**config.mk**
```make
export PLATFORM = sky130hd
export DESIGN_NAME = uart_tx_sched
export DESIGN_NICKNAME = d
export VERILOG_FILES = /design/src/rtl/uart_pkg.sv /design/src/rtl/uart_tx_core.sv /design/src/rtl/uart_tx_sched.sv
export SDC_FILE = /design/constraint.sdc
export NUM_CORES = 1
export LEC_CHECK = 0
export ABC_AREA = 1
export BUFFER_PORTS_ARGS = -buffer_cell sky130_fd_sc_hd__buf_2
export CAP_MARGIN = 20
export CELL_PAD_IN_SITES_DETAIL_PLACEMENT = 0
export CELL_PAD_IN_SITES_GLOBAL_PLACEMENT = 1
export CORE_ASPECT_RATIO = 0.7
export CORE_MARGIN = 1.5
export CORE_UTILIZATION = 25
export CTS_BUF_LIST = sky130_fd_sc_hd__clkbuf_4 sky130_fd_sc_hd__clkbuf_8
export DETAILED_ROUTE_END_ITERATION = 16
export PLACE_DENSITY = 0.64
export REMOVE_ABC_BUFFERS = 1
export SLEW_MARGIN = 20
export SYNTH_ARGS = -nofsm -noshare
export SYNTH_HDL_FRONTEND = slang
export SYNTH_SLANG_ARGS = --single-unit
```
**constraint.sdc**
```tcl
create_clock -name clk_50M -period 1.6 [get_ports clk_50M]
set_input_delay 0.08 -clock clk_50M [delete_from_list [all_inputs] [get_ports clk_50M]]
set_output_delay 0.08 -clock clk_50M [all_outputs]
set_load 0.1 [all_outputs]
```
**src/rtl/uart_pkg.sv**
```systemverilog
// -----------------------------------------------------------------------------
// uart_pkg
// Shared constants and types for the UART transmit scheduler slice.
//   CPB_115200      : clocks per bit for 115200 baud on the 50 MHz clock
//   UART_FRAME_BITS : 8N1 frame length (start + 8 data + stop)
//   sched_state_t   : scheduler FSM states
//   cnt_width()     : counter width able to hold 0..value-1 (minimum 1 bit)
// -----------------------------------------------------------------------------
package uart_pkg;

    localparam int CPB_115200      = 434;
    localparam int UART_FRAME_BITS = 10;

    typedef enum logic [1:0] {
        IDLE  = 2'd0,
        GRANT = 2'd1,
        SEND  = 2'd2,
        GAP   = 2'd3
    } sched_state_t;

    // Width of a counter that must reach value-1; never narrower than one bit.
    function automatic int cnt_width(input int value);
        return (value > 2) ? $clog2(value) : 1;
    endfunction

endpackage

```
**src/rtl/uart_tx_core.sv**
```systemverilog
// -----------------------------------------------------------------------------
// uart_tx_core
// 8N1 serialiser. A start pulse while idle latches a byte and sends
// start bit (0), eight data bits LSB first, stop bit (1), each CPB clocks long.
// Ports:
//   clk_50M : system clock (rising edge)
//   rst_n   : asynchronous active-low reset; forces the line high
//   start   : one-cycle request to begin a frame (ignored while sending)
//   data    : byte to send, sampled on the start cycle
//   tx      : registered serial line, idle high
//   done    : registered one-cycle pulse in the last stop-bit cycle
// CPB must be at least 2.
// -----------------------------------------------------------------------------
module uart_tx_core
    import uart_pkg::*;
#(
    parameter int CPB = CPB_115200
) (
    input  logic       clk_50M,
    input  logic       rst_n,
    input  logic       start,
    input  logic [7:0] data,
    output logic       tx,
    output logic       done
);

    localparam int               CNT_W    = cnt_width(CPB);
    localparam logic [CNT_W-1:0] CYC_LAST = CNT_W'(CPB - 1);
    localparam logic [CNT_W-1:0] CYC_PRE  = CNT_W'(CPB - 2);
    localparam logic [3:0]       BIT_LAST = 4'(UART_FRAME_BITS - 1);

    logic [CNT_W-1:0] cyc_cnt_r;
    logic [3:0]       bit_cnt_r;
    logic [7:0]       shift_r;
    logic             tx_r;
    logic             done_r;
    logic             active_r;

    logic             bit_end_s;
    logic             frame_end_s;
    logic             done_next_s;

    // Terminal-count decode; done is predicted one cycle early so it can be registered
    always_comb begin
        bit_end_s   = active_r && (cyc_cnt_r == CYC_LAST);
        frame_end_s = bit_end_s && (bit_cnt_r == BIT_LAST);
        done_next_s = active_r && (bit_cnt_r == BIT_LAST) && (cyc_cnt_r == CYC_PRE);
    end

    // Bit/cycle counters, shift register and the registered line driver
    always_ff @(posedge clk_50M or negedge rst_n) begin
        if (!rst_n) begin
            cyc_cnt_r <= '0;
            bit_cnt_r <= 4'd0;
            shift_r   <= 8'hFF;
            tx_r      <= 1'b1;
            done_r    <= 1'b0;
            active_r  <= 1'b0;
        end else begin
            done_r <= done_next_s;
            if (start && !active_r) begin
                active_r  <= 1'b1;
                tx_r      <= 1'b0;
                shift_r   <= data;
                cyc_cnt_r <= '0;
                bit_cnt_r <= 4'd0;
            end else if (frame_end_s) begin
                active_r  <= 1'b0;
                tx_r      <= 1'b1;
                cyc_cnt_r <= '0;
                bit_cnt_r <= 4'd0;
            end else if (bit_end_s) begin
                // Ones are shifted in from the top, so after the eighth data
                // bit the next value presented is the stop bit.
                cyc_cnt_r <= '0;
                bit_cnt_r <= bit_cnt_r + 4'd1;
                tx_r      <= shift_r[0];
                shift_r   <= {1'b1, shift_r[7:1]};
            end else if (active_r) begin
                cyc_cnt_r <= cyc_cnt_r + CNT_W'(1);
            end else begin
                cyc_cnt_r <= cyc_cnt_r;
            end
        end
    end

    assign tx   = tx_r;
    assign done = done_r;

endmodule

```
**src/rtl/uart_tx_sched.sv**
```systemverilog
// -----------------------------------------------------------------------------
// uart_tx_sched
// Shares one UART transmit line among NREQ byte requesters. IDLE picks a
// requester, GRANT pulses its ready and latches its byte, SEND runs the
// serialiser for one frame, GAP holds the line idle for IFG extra cycles.
// Ports:
//   clk_50M   : system clock (rising edge)
//   rst_n     : asynchronous active-low reset
//   req_valid : per-requester byte pending
//   req_data  : byte i at [8*i+7:8*i]
//   req_ready : one-cycle pulse on the granted bit during GRANT
//   tx        : serial line, idle high, driven from a register
//   busy      : high from GRANT through the stop bit and any IFG
//   grant_id  : index of the current or last granted requester
//   tx_done   : one-cycle pulse in the last stop-bit cycle
// Build option:
//   UART_SCHED_FIXED_PRIO_EN : lowest index always wins (pointer held at
//                              NREQ-1). Undefined: round-robin.
// -----------------------------------------------------------------------------
module uart_tx_sched
    import uart_pkg::*;
#(
    parameter int NREQ = 4,
    parameter int CPB  = CPB_115200,
    parameter int IFG  = 0
) (
    input  logic                     clk_50M,
    input  logic                     rst_n,
    input  logic [NREQ-1:0]          req_valid,
    input  logic [8*NREQ-1:0]        req_data,
    output logic [NREQ-1:0]          req_ready,
    output logic                     tx,
    output logic                     busy,
    output logic [$clog2(NREQ)-1:0]  grant_id,
    output logic                     tx_done
);

    localparam int              ID_W      = $clog2(NREQ);
    localparam logic [ID_W-1:0] PTR_RESET = ID_W'(NREQ - 1);
    localparam int              GAP_W     = cnt_width(IFG);
    localparam logic [GAP_W-1:0] GAP_LAST = GAP_W'((IFG > 0) ? (IFG - 1) : 0);

    sched_state_t     state_r;
    sched_state_t     state_next_s;
    logic [ID_W-1:0]  ptr_r;
    logic [ID_W-1:0]  ptr_next_s;
    logic [ID_W-1:0]  grant_id_r;
    logic [ID_W-1:0]  grant_next_s;
    logic [NREQ-1:0]  ready_r;
    logic [NREQ-1:0]  ready_next_s;
    logic             busy_r;
    logic [GAP_W-1:0] gap_cnt_r;
    logic [GAP_W-1:0] gap_next_s;

    logic             win_found_s;
    logic [ID_W-1:0]  win_idx_s;
    logic             core_start_s;
    logic             core_done_s;
    logic [7:0]       core_data_s;

    // Requester index offset positions after base, wrapping modulo NREQ.
    function automatic logic [ID_W-1:0] rr_index(input logic [ID_W-1:0] base, input int offset);
        return ID_W'((int'(base) + offset) % NREQ);
    endfunction

    // Round-robin search from ptr+1 upward; scanning from the far end lets
    // the nearest requester overwrite earlier candidates.
    always_comb begin
        logic [ID_W-1:0] cand_v;
        cand_v      = '0;
        win_found_s = 1'b0;
        win_idx_s   = '0;
        for (int k = NREQ; k >= 1; k--) begin
            cand_v = rr_index(ptr_r, k);
            if (req_valid[cand_v]) begin
                win_found_s = 1'b1;
                win_idx_s   = cand_v;
            end else begin
                win_found_s = win_found_s;
                win_idx_s   = win_idx_s;
            end
        end
    end

    // Byte of the committed requester, taken while in GRANT
    always_comb begin
        core_data_s = req_data[{grant_id_r, 3'b000} +: 8];
    end

    // Next-state and next-output logic
    always_comb begin
        state_next_s = state_r;
        grant_next_s = grant_id_r;
        ready_next_s = '0;
        ptr_next_s   = ptr_r;
        gap_next_s   = gap_cnt_r;
        core_start_s = 1'b0;
        case (state_r)
            IDLE: begin
                if (win_found_s) begin
                    state_next_s = GRANT;
                    grant_next_s = win_idx_s;
                    ready_next_s = {{(NREQ-1){1'b0}}, 1'b1} << win_idx_s;
                end else begin
                    state_next_s = IDLE;
                end
            end
            GRANT: begin
                core_start_s = 1'b1;
                state_next_s = SEND;
`ifdef UART_SCHED_FIXED_PRIO_EN
                ptr_next_s   = PTR_RESET;
`else
                ptr_next_s   = grant_id_r;
`endif
            end
            SEND: begin
                if (core_done_s) begin
                    if (IFG > 0) begin
                        state_next_s = GAP;
                        gap_next_s   = '0;
                    end else begin
                        state_next_s = IDLE;
                    end
                end else begin
                    state_next_s = SEND;
                end
            end
            GAP: begin
                if (gap_cnt_r == GAP_LAST) begin
                    state_next_s = IDLE;
                end else begin
                    gap_next_s = gap_cnt_r + GAP_W'(1);
                end
            end
            default: begin
                state_next_s = IDLE;
            end
        endcase
    end

    // State, round-robin pointer and registered handshake/status outputs
    always_ff @(posedge clk_50M or negedge rst_n) begin
        if (!rst_n) begin
            state_r    <= IDLE;
            ptr_r      <= PTR_RESET;
            grant_id_r <= '0;
            ready_r    <= '0;
            busy_r     <= 1'b0;
            gap_cnt_r  <= '0;
        end else begin
            state_r    <= state_next_s;
            ptr_r      <= ptr_next_s;
            grant_id_r <= grant_next_s;
            ready_r    <= ready_next_s;
            busy_r     <= (state_next_s != IDLE);
            gap_cnt_r  <= gap_next_s;
        end
    end

    uart_tx_core #(
        .CPB (CPB)
    ) u_core (
        .clk_50M (clk_50M),
        .rst_n   (rst_n),
        .start   (core_start_s),
        .data    (core_data_s),
        .tx      (tx),
        .done    (core_done_s)
    );

    assign req_ready = ready_r;
    assign busy      = busy_r;
    assign grant_id  = grant_id_r;
    assign tx_done   = core_done_s;

endmodule

```
==> flow_metrics.tcl <==
set metrics [dict create \
    stdcell_count 439 \
    end_kind "register" \
    setup_slack_ps 69.49 \
    syn_area_per_cell_um2 7.526 \
    clkTransAtPathRegs_ps 80 \
    period_needed_ps 1531 \
    syn_area_um2 2054 \
    max_freq_ghz 0.6534 \
    crit_required_ps 1830 \
    power_density_nw_per_um2 609.8 \
    grt_pass1_wl_mm 8.093 \
    hold-worst-slack_ps 188.5 \
    dpl.hpwl_mm 3.613 \
    drc 0 \
    fp.dieH_um 78.85 \
    wl_per_cell_um 11.19 \
    yosysUniqueCellTypes 31 \
    via_count 1958 \
    cap_violations 0 \
    cp-start-kind "register" \
    fin_nets 380 \
    drt_iter0_markers 93 \
    firstDrtPassIters 4 \
    status "completed" \
    grt_antenna_before_repair 0 \
    crit_arrival_ps 1760 \
    grt_pass1_vias 1726 \
    postLayoutCellArea_um2 2774 \
    insertion_delay_ps 290 \
    hp-class "input pin to register" \
    area_growth_pct 35.02 \
    placed_cell_area_um2 2477 \
    peakVddDrop_uv 253.1 \
    core_um2 7905 \
    overflow 0 \
    crit_fanout 8 \
    root_buffer "clkbuf_8" \
    htreeDepth 2 \
    pre_cts_ws_ps -0.4405 \
    die_w_um 111.4 \
    n_antenna_cell 0 \
    final_antenna_net_count 0 \
    dp.cells 424 \
    relSlewSlack_pct 67.43 \
    numClockSinks 35 \
    io_buffer_count 46 \
    worstMarginPinSlew_ps 492.0 \
    initial_core_util_pct 25.99 \
    power_mw 1.691 \
    drive_gt1_share_pct 38.17 \
    post_drt_via_cell_ratio 4.460 \
    ys_ff_latch 35 \
    finalCritPeriodShare_pct 95.66 \
    ys_seq_area_share_pct 43.30 \
    cts_tree "yes" \
    drt-total-wl_mm 4.911 \
    final_util_pct 35.09 \
    skew_ps 5.986 \
    grt_usage_pct 11.26 \
    grt_max_degree 36 \
    clk_path_buf_depth 2 \
    gp_congestion 0.8215 \
    io_pins 47 \
    hold_viol 0 \
    yosysWarnings 0 \
    tns_ps 0 \
    final-setup-viol-count 0 \
    die_area_um2 8779 \
    rows 27 \
    syn_inst 273 \
    p_leak_nw 1.300 \
    crit_type "register to register" \
    cts_buffers 5 \
    fillers 846 \
    rsz0062_at_grt "true" \
    slew_violations 0 \
]
[layout make-up]
class                           instances  area, µm²  area share [%]
Inverter                               29      111.4           4.014
Tap cell                              101      126.4           4.556
Clock inverter                          3      20.02          0.7217
Sequential cell                        35      889.6           32.07
Timing Repair Buffer                   64      402.9           14.52
Multi-Input combinational cell        202       1155           41.63
Clock buffer                            5      68.82           2.481
[cell usage in the layout, fill, tap and decap left out, types with 3 or more instances in the layout]
master	instances
inv_1	23
xor2_1	4
nor2_2	3
clkbuf_8	5
nand2_2	20
nand3_2	5
o21ai_2	3
buf_2	45
o211ai_1	7
dfrtp_1	24
nand3_1	15
o21ai_1	7
nand2_1	43
inv_2	5
ha_1	4
a21oi_1	5
o21ai_0	31
nand2_4	3
buf_4	14
nor2_1	35
dfstp_2	11
[critical path, stage by stage (launching register included)]
cell and delay, ps:
dfstp_2 660, nand2_1 90, o21ai_2 130, nand2_2 100, nand2_2 80, nand2_2 60
nand2_2 60, nand2_2 50, nand2_2 90, inv_2 40, nor2_2 90
[per-layer routing]
layer | routed length (µm) | track usage, %
met5 | 0 | 0
met4 | 20 | 2.278
met3 | 268 | 3.206
met2 | 2107 | 16.32
met1 | 2515 | 16.59
[cells by family (layout without fill, tap and decap cells)]
group,Yosys count,in the layout,share of synthesized area [%]
xor+xnor,5,5,2.131
mux,1,1,0.4872
flops,35,35,43.30
buf+inv,36,101,7.430
fa+ha+maj,5,5,3.045
simple gates,135,135,28.81
compound gates,56,56,14.80
[synth_stat cells (all sizes together)]
cell    number  area (µm²)
o21a         2       15.01
o21ai       41       205.2
buf          7       43.79
inv         29       108.9
or2          1       6.260
dfstp       11       289.0
o211ai       7       52.55
nand3       20       100.1
nor3         2       15.01
nand2       67       276.5
o22ai        1       6.260
dfrtp       24       600.6
nor4         1       6.260
xnor2        1       8.760
ha           5       62.56
nor2        40       160.2
nor3b        1       7.510
nand3b       1       7.510
nand4        2       12.51
a21oi        5       25.02
mux2i        1       10.01
xor2         4       35.03
[power by group]
group	total (mW)	internal [mW]	leakage, nW	switching [mW]
combinational	0.131	0.0603	0.845	0.0704
sequential	0.908	0.903	0.415	0.00549
clock	0.652	0.303	0.0402	0.349
total	1.69	1.27	1.30	0.425
[path summary, 6_finish.rpt]
kind                              startpoint           endpoint  slack [ps]  cells after the start
max                                 ptr_r[0]       req_ready[1]          70                     10
min                              req_data[2]  u_core.shift_r[2]         190                      5
max reg2reg                         ptr_r[0]       req_ready[1]          70                     10
min reg2reg                u_core.shift_r[5]  u_core.shift_r[5]         470                      2
max in group asynchronous              rst_n  u_core.shift_r[1]         890                      3
min in group asynchronous              rst_n       req_ready[1]         350                      3
[repair_timing]
action / in CTS / in global routing
resized for setup: 0 / 51
pin swaps: 1 / 17
buffers inserted: 1 / 5
hold endpoints to repair: 24 / 0
setup endpoints to repair: 3 / 21
cloned: 0 / 0
hold buffers: 1 / 0
[sequential cells by signal (all words and copies together), names as in the netlist, 2 cells and up]
name              count
req_ready             4
grant_id              2
ptr_r                 2
u_core.bit_cnt_r      4
u_core.shift_r        8
u_core.cyc_cnt_r      9
state_r               2
No activity file was read; power rests on OpenSTA's default activity.
